===== src/rtl/uart_apb_host.sv =====
// rtl/uart_apb_host.sv - UART command initiator for the uart2apb bridge
// Define UART_HOST_TIMEOUT_EN to bound the wait for a read response.
module uart_apb_host #(
  parameter int CLK_PER_BIT    = 433,
  parameter int GAP_CYCLES     = 50,
  parameter int TIMEOUT_CYCLES = 200000
) (
  input  logic        clk,
  input  logic        rst_n,
  input  logic        cmd_valid,
  output logic        cmd_ready,
  input  logic        cmd_write,
  input  logic [15:0] cmd_addr,
  input  logic [31:0] cmd_wdata,
  output logic        tx,
  input  logic        rx,
  output logic        rsp_valid,
  output logic [31:0] rsp_rdata,
  output logic        rsp_err,
  output logic        busy
);
  localparam int CNT_MAX = (CLK_PER_BIT > GAP_CYCLES) ? CLK_PER_BIT : GAP_CYCLES;
  localparam int CNT_W   = $clog2(CNT_MAX + 1);
  localparam logic [CNT_W-1:0] BIT_END  = CNT_W'(CLK_PER_BIT - 1);
  localparam logic [CNT_W-1:0] HALF_END = CNT_W'(CLK_PER_BIT / 2 - 1);
  localparam logic [CNT_W-1:0] GAP_END  = CNT_W'(GAP_CYCLES - 1);

  typedef enum logic [2:0] {IDLE, TX_BYTE, TX_GAP, RX_WAIT, RX_BYTE, DONE} state_t;

  state_t           state;
  logic [55:0]      frame;
  logic [10:0]      tx_sr;
  logic [2:0]       bytes_left;
  logic [3:0]       bit_idx;
  logic [CNT_W-1:0] cnt;
  logic             is_write;
  logic             err;
  logic             rx_meta, rx_sync, rx_prev;
  logic [7:0]       rx_sr;
  logic [31:0]      rx_data;
  logic [1:0]       rx_count;
`ifdef UART_HOST_TIMEOUT_EN
  localparam int TO_W = $clog2(TIMEOUT_CYCLES + 1);
  localparam logic [TO_W-1:0] TO_END = TO_W'(TIMEOUT_CYCLES - 1);
  logic [TO_W-1:0]  to_cnt;
`endif

  // Line order: start, data LSB first, odd parity, stop.
  function automatic logic [10:0] frame_bits(input logic [7:0] b);
    return {1'b1, ~^b, b, 1'b0};
  endfunction

  always_ff @(posedge clk or negedge rst_n) begin
    if (!rst_n) begin
      rx_meta <= 1'b1;
      rx_sync <= 1'b1;
      rx_prev <= 1'b1;
    end else begin
      rx_meta <= rx;
      rx_sync <= rx_meta;
      rx_prev <= rx_sync;
    end
  end

  always_ff @(posedge clk or negedge rst_n) begin
    if (!rst_n) begin
      state      <= IDLE;
      frame      <= '0;
      tx_sr      <= '1;
      bytes_left <= '0;
      bit_idx    <= '0;
      cnt        <= '0;
      is_write   <= 1'b0;
      err        <= 1'b0;
      rx_sr      <= '0;
      rx_data    <= '0;
      rx_count   <= '0;
      tx         <= 1'b1;
      cmd_ready  <= 1'b1;
      busy       <= 1'b0;
      rsp_valid  <= 1'b0;
      rsp_rdata  <= '0;
      rsp_err    <= 1'b0;
`ifdef UART_HOST_TIMEOUT_EN
      to_cnt     <= '0;
`endif
    end else begin
      case (state)
        IDLE: if (cmd_valid) begin
          is_write  <= cmd_write;
          err       <= 1'b0;
          rx_data   <= '0;
          rx_count  <= '0;
          tx        <= 1'b0;
          cnt       <= '0;
          bit_idx   <= '0;
          cmd_ready <= 1'b0;
          busy      <= 1'b1;
          state     <= TX_BYTE;
          if (cmd_write) begin
            frame      <= {8'hA5, cmd_addr, cmd_wdata};
            bytes_left <= 3'd6;
            tx_sr      <= frame_bits(8'hA5);
          end else begin
            frame      <= {8'h5A, cmd_addr, 32'h0};
            bytes_left <= 3'd2;
            tx_sr      <= frame_bits(8'h5A);
          end
        end
        TX_BYTE: if (cnt == BIT_END) begin
          cnt <= '0;
          if (bit_idx == 4'd10) begin
            bit_idx <= '0;
            tx      <= 1'b1;
            if (bytes_left != 3'd0) begin
              state      <= TX_GAP;
              frame      <= frame << 8;
              bytes_left <= bytes_left - 1'b1;
            end else if (is_write) begin
              state     <= IDLE;
              busy      <= 1'b0;
              cmd_ready <= 1'b1;
            end else begin
              state  <= RX_WAIT;
`ifdef UART_HOST_TIMEOUT_EN
              to_cnt <= '0;
`endif
            end
          end else begin
            bit_idx <= bit_idx + 1'b1;
            tx      <= tx_sr[1];
            tx_sr   <= {1'b1, tx_sr[10:1]};
          end
        end else begin
          cnt <= cnt + 1'b1;
        end
        TX_GAP: if (cnt == GAP_END) begin
          cnt   <= '0;
          tx_sr <= frame_bits(frame[55:48]);
          tx    <= 1'b0;
          state <= TX_BYTE;
        end else begin
          cnt <= cnt + 1'b1;
        end
        RX_WAIT: if (rx_prev && !rx_sync) begin
          state   <= RX_BYTE;
          cnt     <= '0;
          bit_idx <= '0;
        end
        RX_BYTE: if ((bit_idx == 4'd0 && cnt == HALF_END) || (bit_idx != 4'd0 && cnt == BIT_END)) begin
          cnt     <= '0;
          bit_idx <= bit_idx + 1'b1;
          if (bit_idx == 4'd0) begin
            if (rx_sync) state <= RX_WAIT;
          end else if (bit_idx <= 4'd8) begin
            rx_sr <= {rx_sync, rx_sr[7:1]};
          end else if (bit_idx == 4'd9) begin
            if (rx_sync != ~^rx_sr) err <= 1'b1;
          end else begin
            // Leave at mid-stop so the next start edge cannot be missed.
            rx_data <= {rx_data[23:0], rx_sr};
            if (rx_count == 2'd3) begin
              state     <= DONE;
              rsp_valid <= 1'b1;
              rsp_rdata <= {rx_data[23:0], rx_sr};
              rsp_err   <= err | ~rx_sync;
            end else begin
              state    <= RX_WAIT;
              rx_count <= rx_count + 1'b1;
              if (!rx_sync) err <= 1'b1;
            end
          end
        end else begin
          cnt <= cnt + 1'b1;
        end
        DONE: begin
          rsp_valid <= 1'b0;
          state     <= IDLE;
          busy      <= 1'b0;
          cmd_ready <= 1'b1;
        end
        default: state <= IDLE;
      endcase
`ifdef UART_HOST_TIMEOUT_EN
      // One budget covers the whole response, not each byte.
      if (state == RX_WAIT || state == RX_BYTE) begin
        to_cnt <= to_cnt + 1'b1;
        if (to_cnt == TO_END) begin
          state     <= DONE;
          rsp_valid <= 1'b1;
          rsp_rdata <= '0;
          rsp_err   <= 1'b1;
        end
      end
`endif
    end
  end
endmodule

===== config.mk =====
export PLATFORM = sky130hd
export DESIGN_NAME = uart_apb_host
export DESIGN_NICKNAME = d
export VERILOG_FILES = /design/src/rtl/uart_apb_host.sv
export SDC_FILE = /design/constraint.sdc
export NUM_CORES = 1
export LEC_CHECK = 0
export BUFFER_PORTS_ARGS = -buffer_cell sky130_fd_sc_hd__buf_2
export CAP_MARGIN = 20
export CORE_MARGIN = 2
export CORE_UTILIZATION = 40
export DETAILED_ROUTE_END_ITERATION = 10
export MAX_ROUTING_LAYER = met4
export PLACE_DENSITY = 0.71
export SLEW_MARGIN = 10
export SYNTH_ARGS = -nofsm -noshare
export SYNTH_HDL_FRONTEND = slang
export SYNTH_SLANG_ARGS = --single-unit

===== constraint.sdc =====
create_clock -name clk -period 2.1 [get_ports clk]
set_input_delay 0 -clock clk [delete_from_list [all_inputs] [get_ports clk]]
set_output_delay 0 -clock clk [all_outputs]
set_load 0.02 [all_outputs]

### Word-level counts from Yosys, hierarchy flattened

Index checks and enable logic that the tools add are counted.

| word-level totals | value |
|---|---|
| register bits after elaboration | 162 |
| bits in latches | 0 |
| bits in writable memories | 0 |
| bits in read-only memories | 0 |
| bits of input ports | 53 |
| output and inout port bits | 37 |
| logic and storage cells | 182 |
| memories kept | 0 |

| operators by class | value |
|---|---|
| add/subtract/negate cells | 4 |
| multipliers | 0 |
| div/mod/pow operators | 0 |
| magnitude comparators | 1 |
| equality and inequality tests | 33 |
| shift operators | 0 |
| muxes and demuxes | 87 |
| bitwise operators | 5 |
| reduce and logical (&&, ||, !) cells | 32 |

Operators with widths:

| kind | number |
|---|---|
| $mux W56 | 5 |
| $mux W24 | 5 |
| $pmux W56 S2 | 1 |
| $mux W9 | 6 |
| $mux W3 | 16 |
| $pmux W24 S2 | 1 |
| $pmux W9 S5 | 1 |
| $mux W11 | 4 |
| $pmux W11 S3 | 1 |
| $ne A2 B2 Y1 const B | 15 |
| $mux W1 | 25 |
| $reduce_and A6 Y1 | 4 |
| $mux W4 | 5 |
| $ne A3 B3 Y1 const B | 6 |
| $mux W2 | 8 |
| $pmux W4 S4 | 1 |
| $reduce_xnor A8 Y1 | 2 |
| $pmux W3 S5 | 1 |
| $reduce_and A5 Y1 | 3 |
| $add A9 B1 Y9 const B | 1 |
| $eq A9 B6 Y1 const B | 1 |
| $eq A9 B8 Y1 const B | 1 |
| $eq A9 B9 Y1 const B | 1 |
| $pmux W1 S3 | 3 |
| 30 further kinds | 45 |

### Logic depth before layout (Yosys ltp)

Gate-level depths: netlist (run 1).

| logic depth | value |
|---|---|
| depth after elaboration | 8 |
| depth in mapped cells | 11 |
| depth with buffers taken out | 8 |

### Least setup slack after synthesis (run 1)

No wires, ideal clock.

| timing | value |
|---|---|
| kind | reg-to-reg |
| start point | reg bit_idx[0] |
| end point | reg cnt[7] |
| setup time | 0.074 ns |
| arrival | 2.200 ns |
| data required time | 2.026 ns |
| setup slack | -0.174 ns |
| stages on the path, launching flop included | 10 |
| buffers on the path | 2 |
| period minus slack after synthesis | 2.274 ns |
| path through | dfrtp_1 -> inv_1 -> ha_1 -> or3b_1 -> buf_6 -> a211o_4 -> and2_4 -> buf_6 -> or3_1 -> o21ai_2 |

| on the way | value |
|---|---|
| cells in the longest elaborated chain, start to end | 5 |
| elaborated cells on any way between the ends | 7 |
| classes of those cells | mux: 2; reduce/logical: 5 |

RTL lines:

| element | RTL line | text |
|---|---|---|
| start: declaration | 34 | `logic [3:0] bit_idx;` |
| start signal: assignment | 130 | `bit_idx <= bit_idx + 1'b1;` |
| start signal: assignment | 152 | `bit_idx <= bit_idx + 1'b1;` |
| $logic_not A4 Y1 or $reduce_bool A4 Y1 (tied branches) | 150 | `RX_BYTE: if ((bit_idx == 4'd0 && cnt == HALF_END) \|\| (bit_idx != 4'd0 && cnt == BIT_END)) begin` |
| $logic_and A1 B1 Y1 | 150 |  |
| $logic_or A1 B1 Y1 * | 150 |  |
| $mux W9 * | 150 |  |
| $pmux W9 S5 * | 88 | `case (state)` |
| end signal: assignment | 135 | `cnt <= cnt + 1'b1;` |
| end signal: assignment | 143 | `cnt <= cnt + 1'b1;` |
| end signal: assignment | 174 | `cnt <= cnt + 1'b1;` |
| end: declaration | 35 | `logic [CNT_W-1:0] cnt;` |

Every way passes the cells marked *; elsewhere a longest branch is shown, timed or not.
A chain may end at the register's enable or synchronous reset.

### Worst setup path after layout (run 1)

| timing | value |
|---|---|
| start point | reg cnt[1] |
| end point | reg tx_sr[2] |

| on the way | value |
|---|---|
| cells in the longest elaborated chain, start to end | 3 |
| elaborated cells on any way between the ends | 5 |
| classes of those cells | eq/ne: 4; reduce/logical: 1 |

RTL lines:

| element | RTL line | text |
|---|---|---|
| $eq A9 B6 Y1 or $eq A9 B9 Y1 (tied branches) | 137, 110 |  |
| $ne A2 B2 Y1 (no source line) | n/a |  |
| $reduce_and A5 Y1 (no source line) * | n/a |  |
| end signal: assignment | 107 | `tx_sr <= frame_bits(8'h5A);` |
| end signal: assignment | 132 | `tx_sr <= {1'b1, tx_sr[10:1]};` |
| end signal: assignment | 139 | `tx_sr <= frame_bits(frame[55:48]);` |
| end: declaration | 32 | `logic [10:0] tx_sr;` |

Marks and branches as above.

==> results of run 1 <==
[flip-flops by register name (all words and copies together), names as in the netlist]
| register | flops |
|---|---|
| frame | 56 |
| rsp_rdata | 32 |
| rx_data | 24 |
| cnt | 9 |
| tx_sr | 9 |
| rx_sr | 8 |
| bit_idx | 4 |
| bytes_left | 3 |
| state | 3 |
| rx_count | 2 |
| busy | 1 |
| cmd_ready | 1 |
| err | 1 |
| is_write | 1 |
| rsp_err | 1 |
| rsp_valid | 1 |
| rx_meta | 1 |
| rx_prev | 1 |
| rx_sync | 1 |
| tx | 1 |
[worst max path at each step]
| stage | endpoint | cells after the start | start |
|---|---|---|---|
| final | tx_sr[2] | 9 | cnt[1] |
| after global routing | frame[39] | 11 | cnt[0] |
| after CTS | tx_sr[2] | 9 | cnt[1] |
| after detailed placement | bytes_left[0] | 10 | cnt[0] |
| after global placement | state[0] | 9 | cnt[0] |
| after floorplan | cnt[7] | 9 | bit_idx[0] |
[report_power, final]
part | internal (W) | switching [W]
combinational | 0.00267 | 0.00298
sequential | 0.00386 | 0.000449
clock | 0.00158 | 0.00140
total | 0.00812 | 0.00483
[cell type report]
| cell class | count | area share (%) |
|---|---|---|
| clock buffers | 18 | 4.304 |
| repair buffers | 197 | 16.16 |
| well taps | 234 | 2.936 |
| multi-input cells | 512 | 34.32 |
| flip-flops and latches | 160 | 40.34 |
| clock inverters | 14 | 1.455 |
| inverters | 13 | 0.4893 |
[stage by stage]
stage / area [um^2] / total power (W)
floorplan: 7562 / 0.007578
global placement: 8557 / 0.008810
detailed placement: 8557 / 0.008963
CTS: 9657 / 0.01223
global route: 9972 / 0.01375
finish: 9972 / 0.01295
[cell usage in the layout (no fill, tap or decap), types with 19 or more instances in the layout]
| cell type | Yosys | final |
|---|---|---|
| a21oi_1 | 46 | 42 |
| and3_1 | 29 | 29 |
| buf_2 | 13 | 88 |
| buf_4 | 1 | 43 |
| clkbuf_16 | 0 | 23 |
| dfrtp_1 | 146 | 145 |
| dlygate4sd3_1 | 0 | 45 |
| mux2_2 | 46 | 38 |
| mux2i_1 | 19 | 19 |
| nand2_1 | 134 | 133 |
| o21ai_0 | 97 | 55 |
| o21ai_1 | 1 | 41 |
[metal layers]
| metal | vias up | wire, um | track usage [%] |
|---|---|---|---|
| met5 | - | 0 | - |
| met4 | 0 | 363 | 7.000 |
| met3 | 29 | 788 | 3.601 |
| met2 | 176 | 9158 | 29.69 |
| li1 | 2900 | - | - |
| met1 | 2982 | 8244 | 23.90 |
[synthesized netlist by cell type, types with 3 or more instances]
library cell,instances,area (um^2)
a21o_1,3,22.52
a21oi_1,46,230.2
a221o_1,8,80.08
and3_1,29,181.4
buf_2,13,65.06
buf_6,3,33.78
clkbuf_1,29,108.9
dfrtp_1,146,3654
dfstp_2,14,367.9
ha_1,10,125.1
inv_1,13,48.80
mux2_1,5,56.30
mux2_2,46,518.0
mux2i_1,19,190.2
nand2_1,134,503.0
nand2b_1,3,18.77
nand3_1,8,40.04
nor2_1,20,75.07
nor2b_1,8,50.05
nor3_1,6,30.03
nor3b_1,4,30.03
o21a_1,3,22.52
o21ai_0,97,485.5
o21ai_2,3,26.28
or3_1,5,31.28
or4b_1,3,30.03
xnor2_1,10,87.58
xor2_1,3,26.28
[timing repair]
item / in CTS / in global routing
hold endpoints to repair: 106 / 0
pin swaps: 4 / 6
gates resized for setup: 12 / 58
gates cloned: 0 / 9
setup buffers: 5 / 5
hold buffers: 45 / 0
setup endpoints to repair: 86 / 145
[worst max-delay path: stages (launching register included)]
cell	delay [ns]
dfrtp_1	0.39
inv_2	0.07
ha_1	0.12
or4b_4	0.46
o21ai_2	0.12
nor2_1	0.05
a311o_1	0.32
nor2_4	0.12
buf_12	0.14
mux2_4	0.30
[logic make-up (layout without fill, tap and decap cells)]
kind of cell,Yosys count,after routing
compound gates,181,181
xor+xnor,14,14
fa+ha+maj,10,10
buf+inv,59,242
flops,160,160
mux,70,70
simple gates,237,237
==> run_results.csv, run 1 <==
group,metric,value,unit
outcome,outcome,"finished, violations left",
outcome,violations,"negative setup slack",
die,dieArea,19920,um^2
timing,fin_skew,0.01238,ns
critical_path,critPathKind,"reg2reg",
timing,rsz0062_at_grt,"yes",
synthesis,avgSynthCellArea,10.29,um^2
clocking,cts_tree,"built",
synthesis,syn_nets,794,
critical_path,r2r_slack,-0.08,ns
cells_and_area,diodes,0,
timing,worst_pin_slew,0.6433,ns
critical_path,r2r_start,"cnt[1]",
critical_path,arrival,2.52,ns
global_routing,grt_first_pass_wirelength,29090,um
timing,finalSetupTns,-2.188,ns
critical_path,startpoint_type,"flop",
job,cap_violations,0,
cells_and_area,drive_gt1_share,31.07,%
synthesis,synth_compound_area_share,14.30,%
cells_and_area,multiInputGateArea,3422,um^2
detailed_routing,avgViaCountPerCell,5.302,
critical_path,r2r-end,"tx_sr[2]",
clocking,clk_latency,0.43,ns
die,initial_utilization,40.48,%
detailed_routing,firstDrtPassIters,5,
critical_path,cp.required,2.45,ns
placement,dpl.cell_count,1052,
synthesis,netlist_instances,731,
synthesis,synth_seq_cells,160,
global_routing,grt_antenna_before_repair,0,
die,placementRows,50,
critical_path,ff2ff_path_depth,9,
synthesis,netlist_area,7522,um^2
synthesis,async_reset_ff_share,100.0,%
die,num_io_pins,90,
cells_and_area,nets,964,
worst_hold_path,min_delay_path_depth,4,
synthesis,synth_cell_types,60,
clocking,htreeDepth,4,
placement,dpl_worst_slack,-0.07956,ns
timing,finalMaxSlewViolations,0,
synthesis,synth_edf_count,0,
synthesis,yosysSeqAreaShare,53.46,%
critical_path,worstPathMaxFanout,9,
power_and_ir_drop,leakage,4.756,nW
timing,hold_viol,0,
global_routing,first_global_vias,6014,
synthesis,synthSimpleGateAreaFrac,15.09,%
detailed_routing,wl,18550,um
die,die_h,141.1,um
clocking,root_buffer,"clkbuf_16",
global_routing,groute.usage.overall,18.69,%
timing,post-route-min-period,2.177,ns
timing,fmax,459.3,MHz
die,dieWidth,141.1,um
worst_hold_path,hold_class,"in2reg",
timing,setup_viol,61,
clocking,clock_sinks,160,
synthesis,synth_top_family_by_area,"simple AND/OR/NAND/NOR gates",
placement,dp.final_hpwl,11080,um
clocking,cts_max_path_buffers,2,
clocking,clkTransAtPathRegs,0.07,ns
worst_hold_path,hold_end,"frame[27]",
synthesis,synth.area.mux_share,10.16,%
cells_and_area,seq_area,4023,um^2
global_routing,gr-total-overflow,0,
synthesis,synth_warnings,0,
power_and_ir_drop,p_per_area,1299,nW/um^2
synthesis,yosys.area_share.xor_xnor,1.813,%
detailed_routing,vias,6087,
timing,max_slew_margin,57.12,%
cells_and_area,area_growth,32.57,%
worst_hold_path,min_from,"cmd_wdata[27]",
die,coreArea,18580,um^2
cells_and_area,final_cells,1148,
synthesis,synthAdderAreaFrac,1.663,%
power_and_ir_drop,peakVddDrop,0.8483,mV
placement,port_buffers,89,
global_routing,grt_max_degree,66,
placement,gp_congestion,0.8848,
detailed_routing,antenna_left,0,
cells_and_area,fin_util,53.67,%
detailed_routing,drt_iter0_drc,356,
cells_and_area,fillCellCount,1558,
timing,hold_slack,0.002725,ns
detailed_routing,avgRoutedWirePerCell,16.16,um
synthesis,synth-main-ff-cell,"dfrtp_1",
critical_path,crit_path_end_kind,"flop",
timing,fin_crit_sh,103.7,%
timing,worst_slack,-0.07719,ns
detailed_routing,drc,0,
clocking,cts_buffers,17,
Note: power is estimated with default switching activity, not from simulation.
==> run 2: changes to the inputs <==
--- a/config.mk
+++ b/config.mk
@@ -5,13 +5,14 @@
 export SDC_FILE = /design/constraint.sdc
 export NUM_CORES = 1
 export LEC_CHECK = 0
+export ABC_AREA = 1
 export BUFFER_PORTS_ARGS = -buffer_cell sky130_fd_sc_hd__buf_2
 export CAP_MARGIN = 20
 export CORE_MARGIN = 2
 export CORE_UTILIZATION = 40
 export DETAILED_ROUTE_END_ITERATION = 10
 export MAX_ROUTING_LAYER = met4
-export PLACE_DENSITY = 0.71
+export PLACE_DENSITY = 0.7
 export SLEW_MARGIN = 10
 export SYNTH_ARGS = -nofsm -noshare
 export SYNTH_HDL_FRONTEND = slang
==> constraint.sdc (replaced) <==
create_clock -name clk -period 2.1 [get_ports clk]
set_input_delay 0.525 -clock clk [delete_from_list [all_inputs] [get_ports clk]]
set_output_delay 0.525 -clock clk [all_outputs]
set_load 0.02 [all_outputs]
==> run 2 against run 1 <==
Net effect:
- the run now ends clean
- clock power increased by 4%
- area after synthesis rose by 4.0%
- clock skew hardly changed
- combinational power decreased by 3.9%
- total power is 1.5% lower
- critical endpoint is now rx_data[13]
- critical path depth grew 1
- highest routed layer unchanged
- sequential power decreased by 2%
- largest power group unchanged
- sequential cell count did not move
- setup slack better by 0.19 ns
==> run_results.csv, run 2 <==
group,metric,value,unit
die,dieWidth,143.8,um
die,initial_utilization,40.46,%
synthesis,synth.most_common_cell,"nand2_1",
synthesis,netlist_instances,924,
timing,worst_pin_slew,0.6332,ns
cells_and_area,final_cell_mix,"325 x nand2_1, 146 x dfrtp_1, 91 x o21ai_0",
detailed_routing,avgViaCountPerCell,4.873,
timing,fin_skew,0.01195,ns
cells_and_area,area_growth,19.87,%
clocking,cts_tree,"built",
cells_and_area,final_common_cell,"nand2_1",
critical_path,r2r_slack,0.12,ns
detailed_routing,drt_iter0_drc,385,
cells_and_area,largest_reg_flops,56,
timing,fmax,504.5,MHz
cells_and_area,fin_util,48.50,%
timing,setup_viol,0,
detailed_routing,vias,6364,
timing,max_slew_margin,57.34,%
detailed_routing,firstDrtPassIters,5,
timing,hold_viol,0,
detailed_routing,avgRoutedWirePerCell,13.08,um
placement,gp_congestion,0.8943,
synthesis,synth_cell_types,43,
detailed_routing,wl,17080,um
die,die_h,143.8,um
critical_path,critPathKind,"reg2reg",
clocking,htreeDepth,4,
cells_and_area,drive_gt1_share,22.29,%
outcome,outcome,"completed",
synthesis,yosysSeqAreaShare,51.41,%
clocking,cts_buffers,17,
timing,rsz0062_at_grt,"yes",
synthesis,synthTopCellsByCount,"326 x nand2_1, 146 x dfrtp_1, 91 x o21ai_0, 77 x inv_1, 67 x nand3_1",
power_and_ir_drop,p_per_area,1360,nW/um^2
cells_and_area,seq_area,4021,um^2
die,dieArea,20690,um^2
cells_and_area,largest_register,"frame",
timing,finalSetupTns,0,ns
job,cap_violations,0,
global_routing,grt_first_pass_wirelength,28880,um
placement,port_buffers,89,
critical_path,r2r-end,"rx_data[13]",
synthesis,synth_area_leader_cell,"dfrtp_1",
critical_path,worstPathMaxFanout,24,
synthesis,synth_warnings,0,
cells_and_area,fillCellCount,1818,
power_and_ir_drop,peakVddDrop,0.9052,mV
synthesis,syn_nets,987,
global_routing,gr-total-overflow,0,
power_and_ir_drop,leakage,4.642,nW
clocking,clk_latency,0.44,ns
global_routing,grt_max_degree,60,
worst_hold_path,hold_end,"rx_meta",
detailed_routing,drc,0,
synthesis,synth_seq_cells,160,
detailed_routing,antenna_left,0,
cells_and_area,multiInputGateArea,3264,um^2
timing,fin_crit_sh,94.39,%
cells_and_area,top_regs,"frame: 56 flops, rsp_rdata: 32 flops, rx_data: 24 flops",
worst_hold_path,hold_class,"in2reg",
placement,dp.final_hpwl,11610,um
synthesis,async_reset_ff_share,100.0,%
critical_path,arrival,2.29,ns
global_routing,first_global_vias,6035,
synthesis,netlist_area,7823,um^2
power_and_ir_drop,finalPower,0.01275,W
synthesis,synth-main-ff-cell,"dfrtp_1",
worst_hold_path,min_delay_path_depth,1,
die,num_io_pins,90,
critical_path,crit_path_end_kind,"flop",
worst_hold_path,min_from,"rx",
critical_path,startpoint_type,"flop",
cells_and_area,nets,1091,
critical_path,cp.required,2.41,ns
timing,hold_slack,0.1884,ns
placement,post_dp_cell_area,8626,um^2
cells_and_area,final_area,9376,um^2
clocking,clock_sinks,160,
die,coreArea,19330,um^2
timing,post-route-min-period,1.982,ns
critical_path,r2r_start,"bit_idx[0]",
timing,finalMaxSlewViolations,0,
clocking,root_buffer,"clkbuf_16",
die,placementRows,51,
synthesis,avgSynthCellArea,8.466,um^2
critical_path,ff2ff_path_depth,10,
clocking,clkTransAtPathRegs,0.07,ns
cells_and_area,diodes,0,
clocking,cts_max_path_buffers,2,
global_routing,grt_antenna_before_repair,0,
synthesis,synth_top_area_share,46.71,%
global_routing,groute.usage.overall,17.89,%
synthesis,synth_top_cells_by_area,"dfrtp_1 47%, nand2_1 16%, o21ai_0 5.8%",
synthesis,synth_edf_count,0,
-- run 2: cell types whose count changed in the layout (fill, tap and decap cells not counted), moves of 14 or more --
cell / delta
mux2_2: -14
a21oi_1: -35
mux2i_1: -19
nand3_1: +57
nand2_1: +192
inv_1: +66
o21ai_1: -23
and3_1: -28
o21ai_0: +36
buf_4: -17
dlygate4sd3_1: -44
-- run 2: logic make-up after synthesis --
| logic type | count (synthesis) | synth area share (%) |
|---|---|---|
| flip-flops | 160 | 51.41 |
| buffers and inverters | 123 | 7.534 |
| AO/OA/AOI/OAI | 135 | 9.357 |
| multiplexers | 24 | 3.455 |
| adder cells (fa/ha/maj) | 10 | 1.599 |
| XOR/XNOR | 13 | 1.456 |
| AND/OR/NAND/NOR | 459 | 25.19 |
-- run 2: where the power goes --
part	leakage, nW	internal, W	switching, W
Sequential	2.11	0.00385	0.000373
Clock	0.280	0.00169	0.00140
Combinational	2.26	0.00202	0.00342
Total	4.64	0.00756	0.00519
-- run 2: how the worst max path moves through the flow --
stage                          start       endpoint  slack, ns  cells past startpoint
final                     bit_idx[0]    rx_data[13]       0.12                     10
after global routing      bit_idx[0]     rx_data[9]      -0.02                     11
after CTS                 bit_idx[1]         cnt[3]       0.02                     11
after detailed placement  bit_idx[1]         cnt[2]      -0.02                     10
after global placement    bit_idx[1]         cnt[3]       0.02                     10
after floorplan               cnt[0]  rsp_rdata[10]       0.33                      7
-- run 2: repair_timing --
item,4_1_cts,5_1_grt
pin swaps,0,4
gates resized for setup,2,15
gates cloned,0,2
hold buffers,1,0
endpoints found under the hold margin,33,0
endpoints found under the setup margin,7,82
setup buffers,0,8
-- run 2: area by class of cell --
cell class | count | area share (%)
flip-flops and latches | 160 | 42.89
clock buffers | 17 | 4.537
repair buffers | 126 | 9.101
clock inverters | 15 | 1.748
inverters | 81 | 3.376
well taps | 265 | 3.536
multi-input cells | 642 | 34.81
-- run 2: layer usage --
metal  vias to the layer above  global-route usage [%]  share of wire, %
met5                         -                       -                 0
li1                       3194                       -                 -
met1                      3001                   22.74                46
met4                         0                   5.057               1.4
met3                        17                   4.299               4.7
met2                       152                   28.65                48
-- run 2: critical path, cell delays in order (launching register included) --
cell,delay [ns]
dfrtp_1,0.38
inv_1,0.11
ha_2,0.20
inv_1,0.07
nor3_4,0.27
inv_2,0.11
nand3b_1,0.15
nand3_4,0.14
nand3_4,0.13
clkbuf_16,0.20
o21ai_0,0.10
-- run 2: stage by stage --
step | setup WS [ns] | instances
global placement | 0.02301 | 1263
detailed placement | -0.02062 | 1263
floorplan | 0.3343 | 924
finish | 0.1178 | 1306
global route | -0.02342 | 1306
CTS | 0.01970 | 1296
